File: src/rtl/tick_gen.sv
// Tick source for the clock-demo counter chain: free-running prescaler in RUN,
// debounced single-step in PAUSE. Define TICK_GEN_FAST_SIM_EN for DIV_MAX=10, DEB_MAX=4.

module tick_gen_debounce #(
    parameter int DEB_MAX   = 1000000,
    parameter int DEB_WIDTH = 20
) (
    input  logic clk,
    input  logic rst,
    input  logic key,
    output logic press
);

    localparam logic [DEB_WIDTH-1:0] DEB_LAST = DEB_WIDTH'(DEB_MAX - 1);

    logic                 sync1;
    logic                 sync2;
    logic                 level;
    logic [DEB_WIDTH-1:0] cnt;

    // The level only moves after DEB_MAX consecutive samples disagree with it.
    always_ff @(posedge clk or posedge rst) begin
        if (rst) begin
            sync1 <= 1'b0;
            sync2 <= 1'b0;
            level <= 1'b0;
            cnt   <= '0;
            press <= 1'b0;
        end else begin
            sync1 <= key;
            sync2 <= sync1;
            press <= 1'b0;
            if (sync2 == level) begin
                cnt <= '0;
            end else if (cnt == DEB_LAST) begin
                level <= sync2;
                cnt   <= '0;
                press <= sync2;
            end else begin
                cnt <= cnt + DEB_WIDTH'(1);
            end
        end
    end

endmodule

module tick_gen #(
    parameter int DIV_MAX   = 50000000,
    parameter int CNT_WIDTH = 26,
    parameter int DEB_MAX   = 1000000,
    parameter int DEB_WIDTH = 20
) (
    input  logic clk,
    input  logic rst,
    input  logic run_key_i,
    input  logic step_key_i,
    output logic pulse_o,
    output logic running_o
);

`ifdef TICK_GEN_FAST_SIM_EN
    localparam int DIV_EFF = 10;
    localparam int DEB_EFF = 4;
`else
    localparam int DIV_EFF = DIV_MAX;
    localparam int DEB_EFF = DEB_MAX;
`endif

    localparam logic [CNT_WIDTH-1:0] DIV_LAST = CNT_WIDTH'(DIV_EFF - 1);

    typedef enum logic {
        RUN   = 1'b0,
        PAUSE = 1'b1
    } state_t;

    state_t               state;
    state_t               state_next;
    logic [CNT_WIDTH-1:0] presc;
    logic [CNT_WIDTH-1:0] presc_next;
    logic                 pulse_next;
    logic                 run_ev;
    logic                 step_ev;

    tick_gen_debounce #(
        .DEB_MAX   (DEB_EFF),
        .DEB_WIDTH (DEB_WIDTH)
    ) u_run_deb (
        .clk   (clk),
        .rst   (rst),
        .key   (run_key_i),
        .press (run_ev)
    );

    tick_gen_debounce #(
        .DEB_MAX   (DEB_EFF),
        .DEB_WIDTH (DEB_WIDTH)
    ) u_step_deb (
        .clk   (clk),
        .rst   (rst),
        .key   (step_key_i),
        .press (step_ev)
    );

    always_ff @(posedge clk or posedge rst) begin
        if (rst) begin
            state     <= RUN;
            presc     <= '0;
            pulse_o   <= 1'b0;
            running_o <= 1'b1;
        end else begin
            state     <= state_next;
            presc     <= presc_next;
            pulse_o   <= pulse_next;
            running_o <= (state_next == RUN);
        end
    end

    // A terminal count that coincides with a run event still emits its pulse.
    always_comb begin
        state_next = state;
        presc_next = presc;
        pulse_next = 1'b0;
        case (state)
            RUN: begin
                pulse_next = (presc == DIV_LAST);
                presc_next = (presc == DIV_LAST) ? '0 : presc + CNT_WIDTH'(1);
                if (run_ev) begin
                    state_next = PAUSE;
                    presc_next = '0;
                end
            end
            PAUSE: begin
                pulse_next = step_ev;
                presc_next = '0;
                if (run_ev) begin
                    state_next = RUN;
                end
            end
            default: begin
                state_next = RUN;
                presc_next = '0;
            end
        endcase
    end

endmodule

File: config.mk
export PLATFORM = sky130hd
export DESIGN_NAME = tick_gen
export DESIGN_NICKNAME = d
export VERILOG_FILES = /design/src/rtl/tick_gen.sv
export SDC_FILE = /design/constraint.sdc
export NUM_CORES = 1
export LEC_CHECK = 0
export ABC_AREA = 1
export ABC_CLOCK_PERIOD_IN_PS = 2700
export CORE_MARGIN = 2
export CORE_UTILIZATION = 45
export CTS_CLUSTER_SIZE = 40
export DETAILED_ROUTE_END_ITERATION = 8
export RECOVER_POWER = 100
export SKIP_LAST_GASP = 1
export SYNTH_ARGS = -nofsm -noshare
export SYNTH_HDL_FRONTEND = slang
export SYNTH_SLANG_ARGS = --single-unit
File: constraint.sdc
create_clock -name clk -period 2.7 [get_ports clk]
set_input_delay 0.54 -clock clk [delete_from_list [all_inputs] [get_ports clk]]
set_output_delay 0.54 -clock clk [all_outputs]
set_load 0.02 [all_outputs]
== Word-level counts from Yosys, hierarchy flattened ==
Index checks and enable logic that the tools add are counted.

* Word-level logic and storage cells: 43
* Flip-flop bits (word level): 77
* Output and inout port bits: 2
* Bits of input ports: 4

* $add $sub $neg: 3
* Eq/ne operators: 5
* Reduce and logical (&&, ||, !) cells: 2
* Bitwise logic cells: 4
* Multiplexer cells: 15

{| class="wikitable"
|+ Operators by type and width
! kind !! number
|-
| $mux 20 || 4
|-
| $mux 26 || 2
|-
| $pmux 26 s2 || 1
|-
| $add 20x1->20 const B || 2
|-
| $eq 20x20->1 const B || 2
|-
| $add 26x1->26 const B || 1
|-
| $eq 26x26->1 const B || 1
|-
| $mux 1 || 6
|-
| $not 1->1 || 4
|-
| $pmux 1 s2 || 2
|-
| $reduce_and 2->1 || 2
|-
| $eq 1x1->1 || 2
|}

== Longest topological paths before layout ==
Gate-level depths: netlist of run 1.

* Depth after elaboration: 4
* Mapped depth: 10
* Depth with buffers taken out: 10

== Hierarchy ==
Synthesis of run 1 repeated with hierarchy kept, for this count alone.

* Cell total of the unflattened synthesis: 559
* Area total of the unflattened synthesis: 4272.8 um^2

{| class="wikitable"
|+ Modules (own cells, without submodules)
! module !! cells an instance !! times used !! area an instance (um^2) !! seq. area each (um^2)
|-
| tick_gen_debounce || 164 || 2 || 1298.7 || 600.6
|-
| tick_gen || 231 || 1 || 1675.4 || 726.9
|}

== Worst setup path before layout of run 1 ==
No wires, ideal clock.

* Path type: flip-flop to flip-flop
* Start point: register presc[0]
* End point: register presc[10]
* Period minus slack after synthesis: 1.495 ns
* Buffers on the path: 1
* Required time: 2.580 ns
* Cell stages (with the launch flop): 10
* Slack: 1.205 ns
* Data arrival time: 1.375 ns
* Setup time: 0.120 ns
* Cells stage by stage: dfrtp_1 > ha_1 > nand2_1 > nor2_1 > nand3b_1 > nor2_2 > nor2_4 > inv_6 > buf_6 > nor2_1

* Word-level cells in the longest chain between the ends: 4
* Elaborated cells between the ends (all ways): 5
* Classes of those cells: add/sub: 1; eq/ne: 1; mux: 3

{| class="wikitable"
|+ Ends and longest elaborated chain
! what !! RTL line !! source
|-
| start: declaration || 78 || <nowiki>logic [CNT_WIDTH-1:0] presc;</nowiki>
|-
| start signal: assignment || 112 || <nowiki>presc <= presc_next;</nowiki>
|-
| $add 26x1->26 / $eq 26x26->1 (equally long branches) || 126 || <nowiki>presc_next = (presc == DIV_LAST) ? '0 : presc + CNT_WIDTH'(1);</nowiki>
|-
| $mux 26 * || 126 ||
|-
| $mux 26 * || 127 || <nowiki>if (run_ev) begin</nowiki>
|-
| $pmux 26 s2 * || 123 || <nowiki>case (state)</nowiki>
|-
| named net presc_next[10] || 79 || <nowiki>logic [CNT_WIDTH-1:0] presc_next;</nowiki>
|}

Mark *: on every way through the listed nets, which the timed path passes. The rest lies on a longest branch.
A chain may end at the register's enable or synchronous reset.

== Final worst setup path of run 1 ==
* Start point: register running_o
* End point: output port running_o

{| class="wikitable"
|+ RTL lines
! what !! RTL line !! source
|-
| start: declaration || 58 || <nowiki>output logic running_o</nowiki>
|-
| start signal: assignment || 114 || <nowiki>running_o <= (state_next == RUN);</nowiki>
|}

No word-level cell between the ends.

==> results.txt, run 1 <==
The wire length of the first global-routing pass came out at 14,160 um. At the worst endpoint, the arrival time is 1.52 ns. The cell area after layout is 4405 sq um.

The power density relative to cell area is 501.1 nW/um^2. Routability-driven placement finished with a final weighted congestion of 0.9236. The worst-margin pin slew came out at 1.324 ns.

The cell family contributing the most delay on the critical path is buffers and inverters. The library cell used most frequently in the layout, excluding fill and tap cells, is sky130_fd_sc_hd__nor2_1. STA classifies the critical path startpoint as a flip-flop. The total of buffers placed on input and output ports is 5. The count of maximum capacitance violations is 0. The register area is 1928 sq um. The buffer and inverter count on the worst path is 1.

The design draws 0.002208 W. The critical path is of the flip-flop to primary output type. The fraction of layout cells with a size suffix above 1 is 4.847%. The routed wire length came out at 7848 um. After synthesis, the netlist uses 26 different library cells. The synthesized instance count came out at 536. The number of hold buffers added after CTS is 0. The number of warnings reported in the yosys synthesis log is 0.

The number of levels the H-tree was split into is 3. The sequential-to-total area share from yosys stat is 48.11%. The signed area change from the synthesized netlist to the final layout is 9.928%. The largest driver fanout on the critical path came out at 1.

The worst hold margin is 0.3494 ns. STA puts the critical path data required time at 2.16 ns. The share of the core filled with cells came out at 50.76%. The final global-route overflow total is 0. The switching power as a share of total power came out at 20.90%. Walking the worst path, the cells encountered are dlygate4sd3_1.

The register name with the most flops is presc. In this run the core area contains 34 standard-cell rows. Of the available clock period, the critical path in the final layout requires 76.11%.

The CTS buffer count came out at 9. The number of pins exceeding their max-slew limit in the final report came out at 0. Detailed routing inserted a total of 3,241 vias. The netlist area before placement is 4008 sq um. The number of failing setup endpoints in the final timing report came out at 0. The via count of the first global-routing pass came out at 3,236. In the layout the commonest cells are sky130_fd_sc_hd__nor2_1 (156), sky130_fd_sc_hd__nand2_1 (132), sky130_fd_sc_hd__dfrtp_1 (76). The total iterations of the first detailed-routing run is 4. The time the worst path needs with I/O delays and setup is 2.055 ns. The flip-flop count of the largest register, all copies and words added is 26. The aggregate global-route resource usage is 17.94%. The estimated wirelength of the detail-placed design came out at 5883 um. For this run, the post-layout net count is 559. The internal power component is 0.001746 W. After detailed routing, the average wire length per cell comes to 11.80 um.

The sequential power share is 52.9%. In this run the tightest slew margin relative to its limit is 11.23%. The multi-input combinational cells in the finished layout cover a total of 1827 sq um. In this run the static leakage power is 1.989 nW. The TritonCTS clock tree is done. The highest attainable clock frequency came out at 0.4866 GHz.

The placement-stage cell area is 4203 sq um. Between clock sinks in the finished design, the worst skew comes to 0.01119 ns. The setup total negative slack came out at 0 ns. The average size of a mapped cell is 7.477 sq um. The tree is rooted in a sky130_fd_sc_hd__clkbuf_8. The run finished with clean final reports. In this run, synthesis produced a sequential element count of 77. The largest registers in the layout are presc (26), u_run_deb.cnt (20), u_step_deb.cnt (20).

The worst-case vdd ir drop came out at 0.0002876 V. The residual DRC count came out at 0. The number of inserted diodes came out at 0. When the netlist entered floorplanning its net count stood at 543.

The worst setup path is captured at a primary output. Dividing the detail-routed via count by the number of cells gives 4.874. The floorplan core area came out at 8678 sq um. The initial DRC count came out at 134. Post-CTS timing repair inserted 0 buffers for setup. The number of fill cells in the layout came out at 895. On the critical path, the stage with the largest delay is an instance of sky130_fd_sc_hd__dlygate4sd3_1. The initial antenna violation count came out at 0.

Setup repair after global routing left no endpoint under its margin. The clock sink total came out at 77. The vertical die dimension is 98.37 um.

The total count of hold-check failures in the final report is 0. The floorplan step set the die width to 98.37 um. The maximum number of buffers from clock root to sink is 2. In this run, the combinational gates consume 2.6% of the power.

The switching power summed over all nets is 0.0004615 W. The floorplan step defined a die boundary enclosing 9677 sq um. The clock network accounts for 44.5% of the total power.

In this run the remaining antenna-violating nets after routing total 0. The starting density of the core is 46.18%. The largest net degree at the start of global routing is 49. The boundary pin count is 6. Once the clock tree was built, the resizer swapped 0 gates to a different size. The worst min-delay path category is flip-flop to flip-flop. The clock-pin slew on the worst setup and hold paths is 0.07 ns. In this design, the stage delay of the slowest critical-path cell is 0.67 ns.

The clock network latency to the later pin of the worst-skew pair came out at 0.34 ns.
## synth_stat cells
library cell / count / area share [%]
sky130_fd_sc_hd__xnor2_1: 10 / 2.2
sky130_fd_sc_hd__a31oi_1: 3 / 0.47
sky130_fd_sc_hd__o31ai_1: 1 / 0.19
sky130_fd_sc_hd__nand2_1: 130 / 12
sky130_fd_sc_hd__inv_2: 1 / 0.094
sky130_fd_sc_hd__a21oi_1: 10 / 1.2
sky130_fd_sc_hd__o21bai_1: 2 / 0.37
sky130_fd_sc_hd__xor2_1: 19 / 4.2
sky130_fd_sc_hd__a21boi_0: 1 / 0.19
sky130_fd_sc_hd__nor3_1: 14 / 1.7
sky130_fd_sc_hd__inv_1: 53 / 5.0
sky130_fd_sc_hd__nand3_1: 29 / 3.6
sky130_fd_sc_hd__ha_1: 3 / 0.94
sky130_fd_sc_hd__nand2_2: 4 / 0.62
sky130_fd_sc_hd__nor2_1: 151 / 14
sky130_fd_sc_hd__dfstp_2: 1 / 0.66
sky130_fd_sc_hd__nor3b_1: 3 / 0.56
sky130_fd_sc_hd__nand3b_1: 2 / 0.37
sky130_fd_sc_hd__o21ai_0: 2 / 0.25
sky130_fd_sc_hd__nor2_4: 2 / 0.56
sky130_fd_sc_hd__nand4_1: 7 / 1.1
sky130_fd_sc_hd__clkinv_1: 2 / 0.19
sky130_fd_sc_hd__dfrtp_1: 76 / 47
sky130_fd_sc_hd__inv_6: 1 / 0.22
sky130_fd_sc_hd__buf_6: 1 / 0.28
sky130_fd_sc_hd__nor2_2: 8 / 1.2
## stage by stage
stage               setup WS [ns]  cells
floorplan                  0.1950    536
global placement            1.070    649
detailed placement         0.9928    649
CTS                        0.6938    665
global route               0.3972    665
finish                     0.6449    665
## area by class of cell
class	instances	share of cell area, %
clock buffers	12	3.522
clock inverters	4	1.590
inverters	57	4.999
multi-input cells	401	41.47
flip-flops and latches	77	43.77
well taps	108	3.067
repair buffers	6	1.590
## path summary, 6_finish.rpt
kind	start	end	slack, ns	depth (start not counted)
setup reg to reg	presc[0]	presc[3]	0.67	8
min in group asynchronous	rst	u_step_deb.cnt[1]	0.94	2
hold / removal	u_step_deb.sync1	u_step_deb.sync2	0.35	0
max in group asynchronous	rst	presc[9]	0.98	3
hold reg to reg	u_step_deb.sync1	u_step_deb.sync2	0.35	0
setup / recovery	running_o	running_o	0.64	1
## layer usage
layer | vias up | wire, um | GRT usage, %
met1 | 1516 | 4011 | 24.56
met4 | 0 | 59 | 5.901
met3 | 7 | 177 | 3.006
li1 | 1687 | - | -
met5 | - | 0 | 0
met2 | 31 | 3599 | 29.15
## power by group through the flow
stage                     registers (W)  clock network (W)  logic (W)
final                           0.00117           0.000983  0.0000563
after floorplan                 0.00119                  0  0.0000391
after CTS                       0.00117            0.00101  0.0000612
after global placement          0.00119                  0  0.0000596
after global routing            0.00117            0.00107  0.0000672
after detailed placement        0.00119                  0  0.0000610
## logic make-up after synthesis
kind of cell | count (synthesis) | share of synthesized area [%]
and+or+nand+nor | 350 | 36.15
DFF | 77 | 48.11
buffers and inverters | 58 | 5.745
xor gates and xnor gates | 29 | 6.338
AOI/OAI and AO/OA | 19 | 2.716
adders and majority gates | 3 | 0.9367
No activity file was read; power rests on OpenSTA's default activity.
==> run 2: changes to the inputs <==
ABC_CLOCK_PERIOD_IN_PS = 2000   (was 2700)
clock period = 2 ns   (was 2.7 ns; I/O delays follow)
==> results.txt, run 2 (synthesized netlist as in run 1, its figures left out) <==
The number of standard-cell rows in the floorplan came out at 34. In this design, the stage delay of the slowest critical-path cell is 0.59 ns. The worst-case vdd ir drop came out at 0.0003940 V. The die covers 9677 sq um. The tree is rooted in a sky130_fd_sc_hd__clkbuf_8.

The leakage power summed over all cells came out at 2.008 nW. Signal routing reaches up to met4. STA classifies the critical path endpoint as a primary output. Setup repair after global routing left no endpoint under its margin. The via count of the first global-routing pass came out at 3,095.

Counting cells, the worst reg-to-reg path comes to 8. The post-cts resize count came out at 0. The cell area after layout came out at 4444 sq um. The worst path in the final design needs a cycle of 1.855 ns, including I/O delays and setup. The flip-flop count of the largest register, all copies and words added is 26.

Timing would allow up to 0.5390 GHz. The setup total negative slack came out at 0 ns. The critical path goes through clkdlybuf4s50_1.

The starting density of the core is 46.18%. The largest net degree at the start of global routing came out at 44. TritonCTS built the clock tree. The post-route antenna net violation count came out at 0.

The detail-routed via count per cell is 4.809. The wire length of the first global-routing pass is 13,970 um. The initial antenna violation count came out at 0. The number of vias after detailed routing came out at 3,203. The vertical die dimension is 98.37 um. Data on the critical path is required at its endpoint by 1.60 ns. The CTS buffer count is 9. Buffers added to address setup during post-CTS repair amount to 0. The met1 routed wirelength after detailed routing is 4011 um. The signed area change from the synthesized netlist to the final layout is 10.90%. The count of maximum capacitance violations is 0. The commonest non-fill, non-tap cell in the layout is sky130_fd_sc_hd__nor2_1. The clock network latency to the later pin of the worst-skew pair is 0.34 ns. The setup path with the least slack is of type flip-flop to primary output.

The largest registers in the layout are presc (26), u_run_deb.cnt (20), u_step_deb.cnt (20). Dividing total power by cell area gives a power density of 707.0 nW/um^2. The total of buffers placed on input and output ports came out at 5. Dividing the detail-routed wire length by the instance count gives 12.06 um. The number of pins exceeding their max-slew limit in the final report came out at 0.

The total power after layout came out at 0.003142 W. The number of hold buffers added after CTS came out at 0. On the critical path the largest part of the delay comes from buffers and inverters. The boundary pin count is 6. The clock-pin slew on the worst setup and hold paths came out at 0.08 ns. The worst hold path cell count came out at 0. The endpoint arrival time on the critical path came out at 1.46 ns. The clock sink total came out at 77.

The first detailed-routing pass ran for 5 iterations. The slowest cell on the critical path is sky130_fd_sc_hd__clkdlybuf4s50_1. No sink is reached through more buffers than the 2 on the longest clock path. The total count of hold-check failures in the final report was 0. In this run the worst hold path is classified as flip-flop to flip-flop. The repair_antennas step left the layout with diodes totalling 0. The number of fill cells in the layout is 851.

The max-slew headroom at the worst pin is 51.90%. Leaving out fill and tap cells, the most frequent cells in the layout are sky130_fd_sc_hd__nor2_1 (155), sky130_fd_sc_hd__nand2_1 (130), sky130_fd_sc_hd__dfrtp_1 (76). The number of levels the H-tree was split into is 3.

The net total in the final layout came out at 560. In this run the worst path has a maximum fanout of 1. The floorplan core area came out at 8678 sq um.

The die boundary width is 98.37 um. The placement-stage cell area is 4225 sq um. The worst-margin pin slew is 0.7176 ns. The aggregate global-route resource usage came out at 17.85%. At the end of routability-driven placement, the weighted congestion stood at 0.8548. The initial DRC count came out at 198.

Together, buffers and inverters on the worst path number 1. The register name with the most flops is presc. The run finished with clean final reports. Wire segments on met3 add up to 282 um in the final route. The fraction of layout cells with a size suffix above 1 is 5.556%. The wire length on met2 came out at 3563 um. In the routed design, unresolved DRC markers number 0. The setup skew after layout came out at 0.009573 ns. After global routing the overflow that remains totals 0. The ratio of final minimum period to clock period is 92.76%.

The estimated wirelength of the detail-placed design came out at 5948 um. The number of failing setup endpoints in the final timing report is 0. The startpoint class of the critical path is a flip-flop. The share of the core filled with cells is 51.21%.

The critical path depth in cells came out at 1. The routed wire length came out at 8029 um.
run 2: final cells by class:
class / count / area, sq um / share of cell area [%]
clock buffer: 13 / 168.9 / 3.801
timing repair buffer: 7 / 62.56 / 1.408
multi-input combinational: 401 / 1839 / 41.39
inverter: 57 / 220.2 / 4.955
tap: 108 / 135.1 / 3.041
clock inverter: 3 / 90.09 / 2.027
sequential: 77 / 1928 / 43.38
run 2: metrics by stage:
stage	cells	setup slack [ns]	hold slack, ns
detailed placement	650	0.3126	0.3537
finish	666	0.1447	0.3673
CTS	666	0.1206	0.3721
global placement	650	0.3167	0.3487
floorplan	536	0.5054	0.3312
global route	666	0.1022	0.3799
run 2: worst register-to-register path: cells and delay by family, from the launching register on:
kind / cells / cell delay (ns)
and+or+nand+nor: 6 / 0.78
DFF: 1 / 0.40
adders and majority gates: 1 / 0.26
buffers and inverters: 1 / 0.15
run 2: metal layers:
metal | vias to the layer above | global-route usage (%)
li1 | 1697 | -
met1 | 1445 | 24.84
met5 | - | 0
met2 | 49 | 28.00
met4 | 0 | 7.271
met3 | 12 | 2.863
run 2: path summary, 6_finish.rpt:
check	startpoint	endpoint	slack, ns
max in group asynchronous	rst	u_step_deb.cnt[16]	0.39
min	u_run_deb.sync1	u_run_deb.sync2	0.37
max reg2reg	presc[0]	presc[7]	0.30
max	running_o	running_o	0.14
min reg2reg	u_run_deb.sync1	u_run_deb.sync2	0.37
min in group asynchronous	rst	pulse_o	0.58
run 2: power breakdown:
group	internal (W)	switching, W
clock	0.000933	0.000558
combinational	0.0000177	0.0000560
sequential	0.00157	0.00000875
total	0.00252	0.000622
==> edit 1: new RTL, settings of run 2 <==
`DEB_WIDTH` is set to 20 in 2 places; all go to 30.
--- a/src/rtl/tick_gen.sv
+++ b/src/rtl/tick_gen.sv
@@ -5,3 +5,3 @@
     parameter int DEB_MAX   = 1000000,
-    parameter int DEB_WIDTH = 20
+    parameter int DEB_WIDTH = 30
 ) (
@@ -50,3 +50,3 @@
     parameter int DEB_MAX   = 1000000,
-    parameter int DEB_WIDTH = 20
+    parameter int DEB_WIDTH = 30
 ) (
Formal check against the unedited RTL: no difference found for any inputs over 10 cycles, from zero or initial values and one cycle with rst high; that may be too few to reach the edited logic, so the function may still have changed.
==> edit 1 against run 2 <==
- global-route usage grew 2.5 points
- setup slack about the same
- power up 23%
- synthesized cell count increased by 47%
- largest cell class is now multi-input gates
- sequential cell count rose by 20
- area after synthesis rose by 39%
- clock power increased by 19%
- design area is 38% higher
- wire length is 50% higher
==> edit 1: results (changes against run 2) <==
metric	value	unit	change
reg2reg end	u_step_deb.cnt[19]$_DFF_PP0_		
vias in the first global route	4580		+48%
largest net degree at the start of global routing	57		+30%
R2R cell count	8		unchanged
I/O Buffers	5		unchanged
clk_lat worst skew	0.34	ns	about the same
WHS	0.3496	ns	-0.01770 ns
router iterations before antenna repair	5		unchanged
filler cell count	1227		+44%
worst rel slew slack	0.4843		-0.03465
predominant post-synthesis flop cell	dfrtp_1		
Synth async-reset ratio	1.000		unchanged
FF-to-FF setup slack	0.31	ns	
Post CTS Setup Buffer Count	0		unchanged
CTS buffer count	9		unchanged
# diodes	0		unchanged
leak pwr	2.625	nW	+31%
Total Routing Usage GR	0.2037		+0.02522
first-pass GRT wire length	21320	um	+53%
Worst Hold Path EP	u_run_deb.sync2$_DFF_PP0_		
Nets	812		+45%
worst-case clock buffer depth	2		unchanged
CP required	1.60	ns	about the same
worst stage delay on the critical path	0.60	ns	
initial antenna violation count	0		unchanged
met1 GRT Util	0.2848		+0.03637
worst r2r src	u_step_deb.cnt[0]$_DFF_PP0_		
top cells by count, synth	nand2_1, nor2_1, dfrtp_1, inv_1, nand3_1		
Critical Path Fanout Max	1		unchanged
worst hold-check path type	reg2reg		
htree depth	3		unchanged
hold depth	0		unchanged
Max stage delay cell, worst path	clkdlybuf4s50_1		
syn nets	793		+46%
Setup Skew	0.009004	ns	-0.0005690 ns
Detailed Place HPWL	9212	um	+55%
Root Buffer Master	clkbuf_16		
placed inst area	5872	um2	+39%
layout cells sized above 1	0.06049		+0.004938
status	finished, final reports clean		
DR vias/cell	4.852		+0.88%
sequential fraction of the synthesis area	0.4349		-0.04620
wirelength, routed	12070	um	+50%
post-cts resize count	0		unchanged
Synth Warn #	0		unchanged
RD Place Congestion	0.9415		+10%
GRT met2 Usage	0.3181		+0.03817
Worst VDD drop	0.0003913	V	-0.69%
number of distinct library cells after synthesis	32		+23%
Initial DRC Count	386		+95%
GR Util met3	0.03848		+0.009849
hold path start	u_run_deb.sync1$_DFF_PP0_		
clock transition at the registers of the reported paths	0.06	ns	-0.02 ns
Regs by FF count	u_run_deb.cnt: 30 flops, u_step_deb.cnt: 30 flops, presc: 26 flops		
Area contributors post-synth	dfrtp_1, nand2_1, nor2_1		
syn_area_per_cell	7.104	um2	-5.0%
-- edit 1: changes by cell type after synthesis, moves of 5 or more --
| cell | before | now |
|---|---|---|
| nand2_2 | 4 | 9 |
| xnor2_1 | 10 | 20 |
| nor2_4 | 2 | 10 |
| inv_1 | 53 | 76 |
| nand2_1 | 130 | 236 |
| dfrtp_1 | 76 | 96 |
| a21oi_1 | 10 | 4 |
| nand4_1 | 7 | 12 |
| nand3_1 | 29 | 36 |
| nor2_1 | 151 | 209 |
-- edit 1: layout make-up --
cell class | count | area (um2) | area share
well taps | 168 | 210.2 | 0.03433
flip-flops and latches | 97 | 2429 | 0.3967
inverters | 81 | 310.3 | 0.05068
clock buffers | 14 | 274.0 | 0.04476
multi-input cells | 603 | 2758 | 0.4504
repair buffers | 13 | 106.4 | 0.01737
clock inverters | 2 | 35.03 | 0.005722
-- edit 1: logic make-up after synthesis --
kind of cell | Yosys count | synth area share
fa+ha+maj | 3 | 0.006723
simple gates | 546 | 0.4172
buf+inv | 86 | 0.06408
xor+xnor | 39 | 0.06117
compound gates | 15 | 0.01591
flops | 97 | 0.4349
-- edit 1: metal layers --
metal	up-vias	wire length [um]
li1	2445	-
met1	2197	5831
met2	84	5553
met3	19	479
met4	0	211
met5	-	0
-- edit 1: worst max path at each step --
stage / start / to / cells after the start
2_1_floorplan: rst / presc[0]$_DFF_PP0_ / 1
3_3_place_gp: u_run_deb.cnt[0]$_DFF_PP0_ / u_run_deb.cnt[19]$_DFF_PP0_ / 8
3_5_place_dp: u_step_deb.cnt[0]$_DFF_PP0_ / u_step_deb.cnt[19]$_DFF_PP0_ / 8
4_1_cts: running_o$_DFF_PP1_ / running_o / 1
5_1_grt: running_o$_DFF_PP1_ / running_o / 1
6_report: running_o$_DFF_PP1_ / running_o / 1
-- edit 1: stage by stage --
step                utilization  setup slack [ns]  instances
floorplan                     -            0.4532        786
global placement         0.4868            0.3965        962
detailed placement       0.4868            0.3124        962
CTS                      0.5124            0.1200        978
global route             0.5076            0.1005        978
finish                   0.5076            0.1445        978
-- edit 1: power breakdown --
part           total (mW)  leakage, nW  internal, mW  switching, mW
Combinational      0.0943         1.15        0.0228         0.0714
Clock                1.77        0.153          1.07          0.703
Sequential           1.99         1.32          1.98         0.0118
==> edit 2: new RTL, settings of run 2 <==
Without the edit above. Add an input register stage for `run_key_i` and `step_key_i`; this delays them by one clock.
--- a/src/rtl/tick_gen.sv
+++ b/src/rtl/tick_gen.sv
@@ -75,2 +75,10 @@
 
+    logic run_key_q;
+    logic step_key_q;
+
+    always_ff @(posedge clk) begin
+        run_key_q  <= run_key_i;
+        step_key_q <= step_key_i;
+    end
+
     state_t               state;
@@ -89,3 +97,3 @@
         .rst   (rst),
-        .key   (run_key_i),
+        .key   (run_key_q),
         .press (run_ev)
@@ -99,3 +107,3 @@
         .rst   (rst),
-        .key   (step_key_i),
+        .key   (step_key_q),
         .press (step_ev)
Behaviour: same outputs for any inputs over 10 cycles, from zero or initial values and one cycle with rst high; that may be too few to reach the edited logic, so the function may still have changed.
==> edit 2 against run 2 <==
- setup slack got worse by 0.038 ns
- via count is 3.5% higher
- design area down 0.93%
- final cell count is 0.45% higher
- sequential cell count is 2 higher
- clock skew down 0.00059 ns
- area after synthesis is 1.0% higher
- power down 12%
- hold slack lost 0.035 ns
- wire length up 0.73%
- die area up 0.96%
- critical endpoint unchanged
- highest routed layer unchanged
==> edit 2: results (changes against run 2) <==
metric	value	unit	change
internal power	2.109	mW	-16%
pre-CTS setup slack	0.3147	ns	+0.002133 ns
Post-Synth Adder-Cell Area	0.009274		-0.00009265
worst rel slew slack	0.4649		-0.05407
syn nets	545		+0.37%
Initial DRC Count	153		-23%
Metal-1 WL	3998	um	-0.32%
RD Place Congestion	0.8802		+3.0%
Setup Skew	0.008984	ns	-0.0005887 ns
DR vias/cell	4.954		+3.0%
Synth async-reset ratio	0.9747		-0.02532
sequential fraction of the synthesis area	0.4862		+0.005133
router iterations before antenna repair	4		-1
CTS sink cnt	79		+2.6%
largest net degree at the start of global routing	30		-32%
GRT met2 Usage	0.2942		+0.01422
GR Util met3	0.03830		+0.009665
leak pwr	1.992	nW	-0.80%
Mapped Cells	538		+0.37%
status	finished, final reports clean		
met1 GRT Util	0.2443		-0.004107
wirelength, routed	8088	um	+0.73%
first-pass GRT wire length	14590	um	+4.5%
clk pwr	1.06	mW	-29%
sequential power	1.62	mW	+3%
mean routed wirelength per cell	12.09	um	+0.28%
crit path DAT	1.49	ns	+0.03 ns
Met2 Routed Length	3675	um	+3.1%
top cells by count, synth	nor2_1, nand2_1, dfrtp_1, inv_1, nand3_1		
Worst VDD drop	0.0003727	V	-5.4%
Total Routing Usage GR	0.1836		+0.005116
worst stage delay on the critical path	0.61	ns	+0.02 ns
xor/xnor share of the synthesized area	0.06275		-0.0006269
Nets	563		+0.54%
worst hold-check path type	reg2reg		
placed insts	653		+0.46%
I/O Buffers	5		unchanged
Met3 Wirelength	234	um	-17%
P_sw	0.6500	mW	+4.4%
hold path start	step_key_q$_DFF_P_		
number of distinct library cells after synthesis	27		+3.8%
Detailed Place HPWL	6072	um	+2.1%
layout cells sized above 1	0.04991		-0.005645
placed inst area	4273	um2	+1.1%
## edit 2: final timing paths
check | to | slack [ns] | depth (start not counted)
setup / recovery | running_o | 0.11 | 1
hold / removal | u_step_deb.sync1$_DFF_PP0_ | 0.33 | 0
setup reg to reg | presc[14]$_DFF_PP0_ | 0.22 | 9
hold reg to reg | u_step_deb.sync1$_DFF_PP0_ | 0.33 | 0
max in group asynchronous | u_run_deb.cnt[14]$_DFF_PP0_ | 0.38 | 3
min in group asynchronous | u_step_deb.cnt[0]$_DFF_PP0_ | 0.61 | 2
## edit 2: cell type report
| class | count | area (um2) |
|---|---|---|
| flip-flops and latches | 79 | 1968 |
| fillers | 869 | 4318 |
| inverters | 57 | 220.2 |
| clock inverters | 6 | 36.28 |
| multi-input cells | 401 | 1827 |
| well taps | 108 | 135.1 |
| repair buffers | 8 | 78.83 |
| clock buffers | 10 | 137.6 |
